`config.mk`:
```
export PLATFORM = sky130hd
export DESIGN_NAME = scratch_pad_issue
export DESIGN_NICKNAME = d
export VERILOG_FILES = /design/src/rtl/scratch_pad_issue_pkg.sv /design/src/rtl/scratch_pad_issue_fifo.sv /design/src/rtl/scratch_pad_issue.sv
export VERILOG_INCLUDE_DIRS = /design/src /design/src/rtl
export SDC_FILE = /design/constraint.sdc
export NUM_CORES = 2
export LEC_CHECK = 0
export ABC_CLOCK_PERIOD_IN_PS = 4900
export CAP_MARGIN = 20
export CORE_AREA = 5 5 451 453
export CTS_CLUSTER_DIAMETER = 80
export CTS_CLUSTER_SIZE = 30
export DETAILED_ROUTE_END_ITERATION = 10
export DIE_AREA = 0 0 456 458
export PLACE_DENSITY = 0.69
export SKIP_LAST_GASP = 1
export SLEW_MARGIN = 10
export SYNTH_ARGS = -nofsm -noshare
export SYNTH_HDL_FRONTEND = slang
export SYNTH_SLANG_ARGS = --single-unit
```
`constraint.sdc`:
```
create_clock -name clk -period 4.9 [get_ports clk]
set_clock_uncertainty 0.1 [all_clocks]
set_input_delay 0.735 -clock clk [delete_from_list [all_inputs] [get_ports clk]]
set_output_delay 0.735 -clock clk [all_outputs]
set_load 0.05 [all_outputs]
```
`src/rtl/common.vh`:
```
// Shared helpers included by every scratch pad block.
`ifndef COMMON_VH
`define COMMON_VH
// Ceiling log2; log2(1) = 0.
function automatic integer log2(input integer v);
  log2 = 0;
  while ((1 << log2) < v) log2 = log2 + 1;
endfunction
`endif

```
`src/rtl/scratch_pad_issue_pkg.sv`:
```
// Shared types and defaults for the scratch pad issue queue.
package scratch_pad_issue_pkg;
`include "common.vh"

  typedef enum logic {
    OP_RD = 1'b0,
    OP_WR = 1'b1
  } op_e;

  localparam int SPI_WIDTH      = 64;
  localparam int SPI_ADDR_WIDTH = 12;
  localparam int SPI_FIFO_DEPTH = 32;
  localparam int SPI_MAX_OUTST  = 32;
endpackage

```
`src/rtl/scratch_pad_issue_fifo.sv`:
```
// First-word-fall-through request queue; head is valid whenever !empty.
module scratch_pad_issue_fifo
  import scratch_pad_issue_pkg::*;
#(
  parameter int W     = 77,
  parameter int DEPTH = 32
) (
  input  logic         clk,
  input  logic         rst,
  input  logic         push,
  input  logic [W-1:0] din,
  input  logic         pop,
  output logic [W-1:0] dout,
  output logic         full,
  output logic         empty
);
  localparam int PW = log2(DEPTH);
  localparam int CW = PW + 1;

  logic [W-1:0]  mem [DEPTH];
  logic [PW-1:0] wptr, rptr;
  logic [CW-1:0] cnt;
  logic          do_push, do_pop;

  assign full    = (cnt == CW'(DEPTH));
  assign empty   = (cnt == '0);
  assign do_push = push && !full && !rst;
  assign do_pop  = pop && !empty && !rst;
  assign dout    = mem[rptr];

  always_ff @(posedge clk) begin
    if (rst) begin
      wptr <= '0;
      rptr <= '0;
      cnt  <= '0;
    end else begin
      if (do_push) wptr <= wptr + 1'b1;
      if (do_pop)  rptr <= rptr + 1'b1;
      case ({do_push, do_pop})
        2'b10:   cnt <= cnt + 1'b1;
        2'b01:   cnt <= cnt - 1'b1;
        default: cnt <= cnt;
      endcase
    end
  end

  // Storage needs no reset; count alone defines which slots are live.
  always_ff @(posedge clk) begin
    if (do_push) mem[wptr] <= din;
  end
endmodule

```
`src/rtl/scratch_pad_issue.sv`:
```
// Issues queued reads/writes to the scratch pad, gating reads on return credit.
module scratch_pad_issue
  import scratch_pad_issue_pkg::*;
#(
  parameter int WIDTH           = SPI_WIDTH,
  parameter int ADDR_WIDTH      = SPI_ADDR_WIDTH,
  parameter int FIFO_DEPTH      = SPI_FIFO_DEPTH,
  parameter int MAX_OUTSTANDING = SPI_MAX_OUTST
) (
  input  logic                                 clk,
  input  logic                                 rst,
  input  logic                                 push,
  input  logic                                 push_wr,
  input  logic [ADDR_WIDTH-1:0]                push_addr,
  input  logic [WIDTH-1:0]                     push_d,
  output logic                                 push_full,
  output logic                                 rd_en,
  output logic                                 wr_en,
  output logic [ADDR_WIDTH-1:0]                addr,
  output logic [WIDTH-1:0]                     d,
  input  logic                                 full,
  input  logic                                 valid,
  input  logic                                 stall,
  output logic [log2(MAX_OUTSTANDING):0]       outstanding,
  output logic                                 empty,
  output logic                                 err
);
  localparam int OW = log2(MAX_OUTSTANDING) + 1;

  typedef struct packed {
    op_e                   op;
    logic [ADDR_WIDTH-1:0] addr;
    logic [WIDTH-1:0]      d;
  } req_t;

  req_t push_req, head;
  logic blocked, issue, retire, credit_out;

  assign push_req = '{op: op_e'(push_wr), addr: push_addr, d: push_d};

  scratch_pad_issue_fifo #(
    .W     ($bits(req_t)),
    .DEPTH (FIFO_DEPTH)
  ) u_fifo (
    .clk   (clk),
    .rst   (rst),
    .push  (push),
    .din   (push_req),
    .pop   (issue),
    .dout  (head),
    .full  (push_full),
    .empty (empty)
  );

  // A credit-starved read at the head also holds back writes queued behind it.
  assign credit_out = (outstanding == OW'(MAX_OUTSTANDING));
  assign blocked    = full || (head.op == OP_RD && credit_out);
  assign issue      = !rst && !empty && !blocked;
  assign rd_en      = issue && (head.op == OP_RD);
  assign wr_en      = issue && (head.op == OP_WR);
  assign addr       = head.addr;
  assign d          = head.d;
  assign retire     = valid && !stall;

  always_ff @(posedge clk) begin
    if (rst) begin
      outstanding <= '0;
      err         <= 1'b0;
    end else begin
      if (retire && outstanding == '0) err <= 1'b1;
      if (rd_en && !retire)
        outstanding <= outstanding + 1'b1;
      else if (!rd_en && retire && outstanding != '0)
        outstanding <= outstanding - 1'b1;
    end
  end

  a_one_hot_issue: assert property (@(posedge clk) !(rd_en && wr_en));
  a_credit_bound:  assert property (@(posedge clk) disable iff (rst)
                                    outstanding <= OW'(MAX_OUTSTANDING));
endmodule
```
==> results.md <==
- Root Buffer Master: clkbuf_16
- Nets: just over 4000
- Placement Setup Slack: between 0.5 and 0.6 ns
- Core Util, Final: between 50% and 60%
- Minimum clock period: 4.87 ns
- Count of final setup violators: 0
- Routed wire per std cell: around 34 µm
- Worst EP arrival: about 4.0 ns
- Biggest cell delay along the critical path: 0.55 ns
- Clock sinks: around 2500
- PnR Total Power: around 0.039 W
- Post-route antenna net violation count: 0
- Distinct cell type count after synthesis: 53
- Maximum number of pins on one net before global-route repair: 138
- RSZ-0062 raised after global routing: yes
- Status: finished clean
- Switch Pwr: a little under 0.009 W
- Area Growth Syn to Fin: 10.6%
- Global-route wire length before repair: between 300000 and 400000 µm
- Vias in the first global route: 42000
- CTS tree: yes
- Gate Count Post-Synth: 3727
- Worst-path fanout max: 137
- Initial Util: between 40% and 50%
- Final setup margin: about 0.031 ns
- Max Buffers Root-to-Sink: 3
- Die width: about 460 µm
- Syn nets: about 3800
- Slew HR: 29.4%
- Post-synth EDFFs: around 2500
- Detailed router's first-iteration violation count: 5613
- P per Cell Area: around 370 nW/µm²
- DR DRC count: 0
- Final worst path period share: 99.4%
- Core area: approximately 200000 µm²
- Clk Latency, worst-skew pair: roughly 0.82 ns
- Worst slew pin tran: around 1.1 ns
- Static Leak: a little over 30 nW
- Internal: ~0.03 W
- Final Slew Violations: 0
- DR vias: between 40000 and 50000
- Post-synthesis sequential area ratio: 78.6%
- Total of max-cap violations: 0
- Share of post-route cells with drive strength above 1: 30.6%
- Clock Power Share: about 30%
- Clock slew at reported path FFs: about 0.090 ns
- I/O pin count: 170
- Logic pwr share: 9.0%
- Crit path required time: ~4 ns
- H-Tree Depth: 3
- Register bit total from synthesis: 2492
- Die Height: between 400 and 500 µm
- CP Launch Type: flip-flop
- Critical path class: reg2out
- Post-detail-place hpwl: between 100000 and 150000 µm
- Crit-path cells: buf_16 > buf_4 > mux4_2 > mux4_2 > mux2_2 > buf_4
- Sw frac: roughly 22%
- Rows: about 160
- Final WL: 225000 µm
- Minimum hold slack: ~0.40 ns
- Worst Setup End Kind: output pin
- Main synth FF type: edfxtp_1
- Synth Cell Area: approximately 95000 µm²
- Global-route usage over all layers: a little over a fifth
- Routability cong.: 0.701
- Max frequency: 0.205 GHz
- Port-buffer cells: around 170
- Hold Fails Final Rpt: 0
- Slowest cell on crit path: dfxtp_4
- Antenna violations before repair: 20
- Initial DRT Pass Iterations: 5
- Grt total ovfl: 0
- Syn Area/Cell: about 25 µm²
- Async SR Flop Fraction: 0%
- Type of the tightest min-delay check: reg2reg
- Synth Warn #: 0
- CTS buffer count: 111
- Peak supply drop: 0.000336 V
- Die ar.: 209000 µm²
- Via-per-instance ratio: around 6.3
- Register share of total power: slightly above 60%
through the flow:
stage                     instance area (µm²)  TNS [ns]  cells
final                                  105000         0   6683
after global routing                   105000    -0.513   6674
after CTS                              105000    -0.421   6669
after detailed placement               101000         0   6463
after global placement                 101000         0   6463
after floorplan                         94800   -847.62   3727
worst max-delay path: cells and delay by family (launching register included):
family | cells | cell delay (ns)
buffers and inverters | 3 | 1.29
muxes | 3 | 1.22
DFF | 1 | 0.55
layer usage:
layer	wire (µm)	up-vias	track usage (%)	part of all wire, %
li1	-	16600	-	-
met1	88200	23100	30.2	39
met2	112000	2009	34.9	50
met3	19100	246	3.86	8.5
met4	4950	4	4.87	2.2
met5	27	-	0	0.012
Yosys cell counts (8+ instances only):
cell type / number / area, µm²
o21ai_0: 8 / 40.0
buf_4: 13 / 97.6
inv_1: 9 / 33.8
buf_2: 60 / 300
clkbuf_1: 103 / 387
ha_1: 12 / 150
dfxtp_1: 28 / 561
nand2_1: 8 / 30.0
nor2_1: 55 / 206
mux2_2: 78 / 878
a21oi_1: 15 / 75.1
edfxtp_1: 2464 / 74000
buf_1: 12 / 45.0
mux4_2: 767 / 17300
cell families (layout without fill, tap and decap cells):
group           Yosys count  count (layout)  synth area share [%]
fa+ha+maj                13              13                 0.179
buf+inv                 201             489                 0.958
simple gates            105             105                 0.537
xor+xnor                 12              12                 0.111
mux                     851             851                  19.2
flops                  2492            2492                  78.6
other cells               0              12                     0
compound gates           53              53                 0.406
timing repair:
| action | in CTS | in global routing |
|---|---|---|
| buffers inserted | 2 | 1 |
| setup endpoints to repair | 67 | 29 |
| hold buffers | 0 | 0 |
| cloned | 7 | 0 |
| resized for setup | 32 | 9 |
| endpoints found under the hold margin | 0 | 0 |
| pin swaps | 0 | 0 |
path summary, 6_finish.rpt:
path	start	to	slack [ns]	cells past startpoint
worst max-delay path	flip-flop	d[46]	0.03	6
worst min-delay path	err$_SDFFE_PP0P_	err$_SDFFE_PP0P_	0.40	2
worst max register to register	flip-flop	u_fifo.cnt[5]$_SDFFE_PP0P_	0.61	12
worst min register to register	err$_SDFFE_PP0P_	err$_SDFFE_PP0P_	0.40	2
power by group through the flow:
stage	sequential, W	combinational, W	clock [W]
5_1_grt	0.0236	0.00373	0.0126
3_3_place_gp	0.0241	0.00343	0
3_5_place_dp	0.0241	0.00346	0
2_1_floorplan	0.0241	0.00234	0
6_report	0.0236	0.00348	0.0116
4_1_cts	0.0236	0.00355	0.0118
sequential cells by signal, summed over array words and instances, names as in the netlist, named ones only:
| register | count |
|---|---|
| err | 1 |
| outstanding | 6 |
| u_fifo.cnt | 6 |
| u_fifo.mem | 2464 |
| u_fifo.rptr | 5 |
| u_fifo.wptr | 5 |
cell usage in the layout (no fill, tap or decap), types with 7 or more instances in the layout:
cell type,netlist,final
edfxtp_1,2464,2464
mux4_2,767,767
clkbuf_16,0,113
clkdlybuf4s50_1,0,104
buf_4,13,83
mux2_2,78,78
buf_12,0,51
nor2_4,0,32
nor2_1,55,23
dfxtp_1,28,23
a21oi_1,15,15
inv_6,0,13
clkinv_2,0,13
dlygate4sd2_1,0,13
diode_2,0,12
ha_1,12,12
buf_16,0,12
clkbuf_1,103,11
inv_1,9,9
clkinv_1,0,9
nand2_1,8,8
o21ai_0,8,8
bufinv_16,0,7
clkinv_16,0,7
cell type report:
cell class | count | area, µm²
sequential | 2492 | 74600
tap | 2656 | 3320
clock inverter | 73 | 922
antenna | 12 | 30.0
clock buffer | 124 | 2870
multi-input combinational | 1034 | 19600
timing repair buffer | 283 | 3500
inverter | 9 | 33.8
fill | 14700 | 94000
Note: power is estimated with default switching activity, not from simulation.
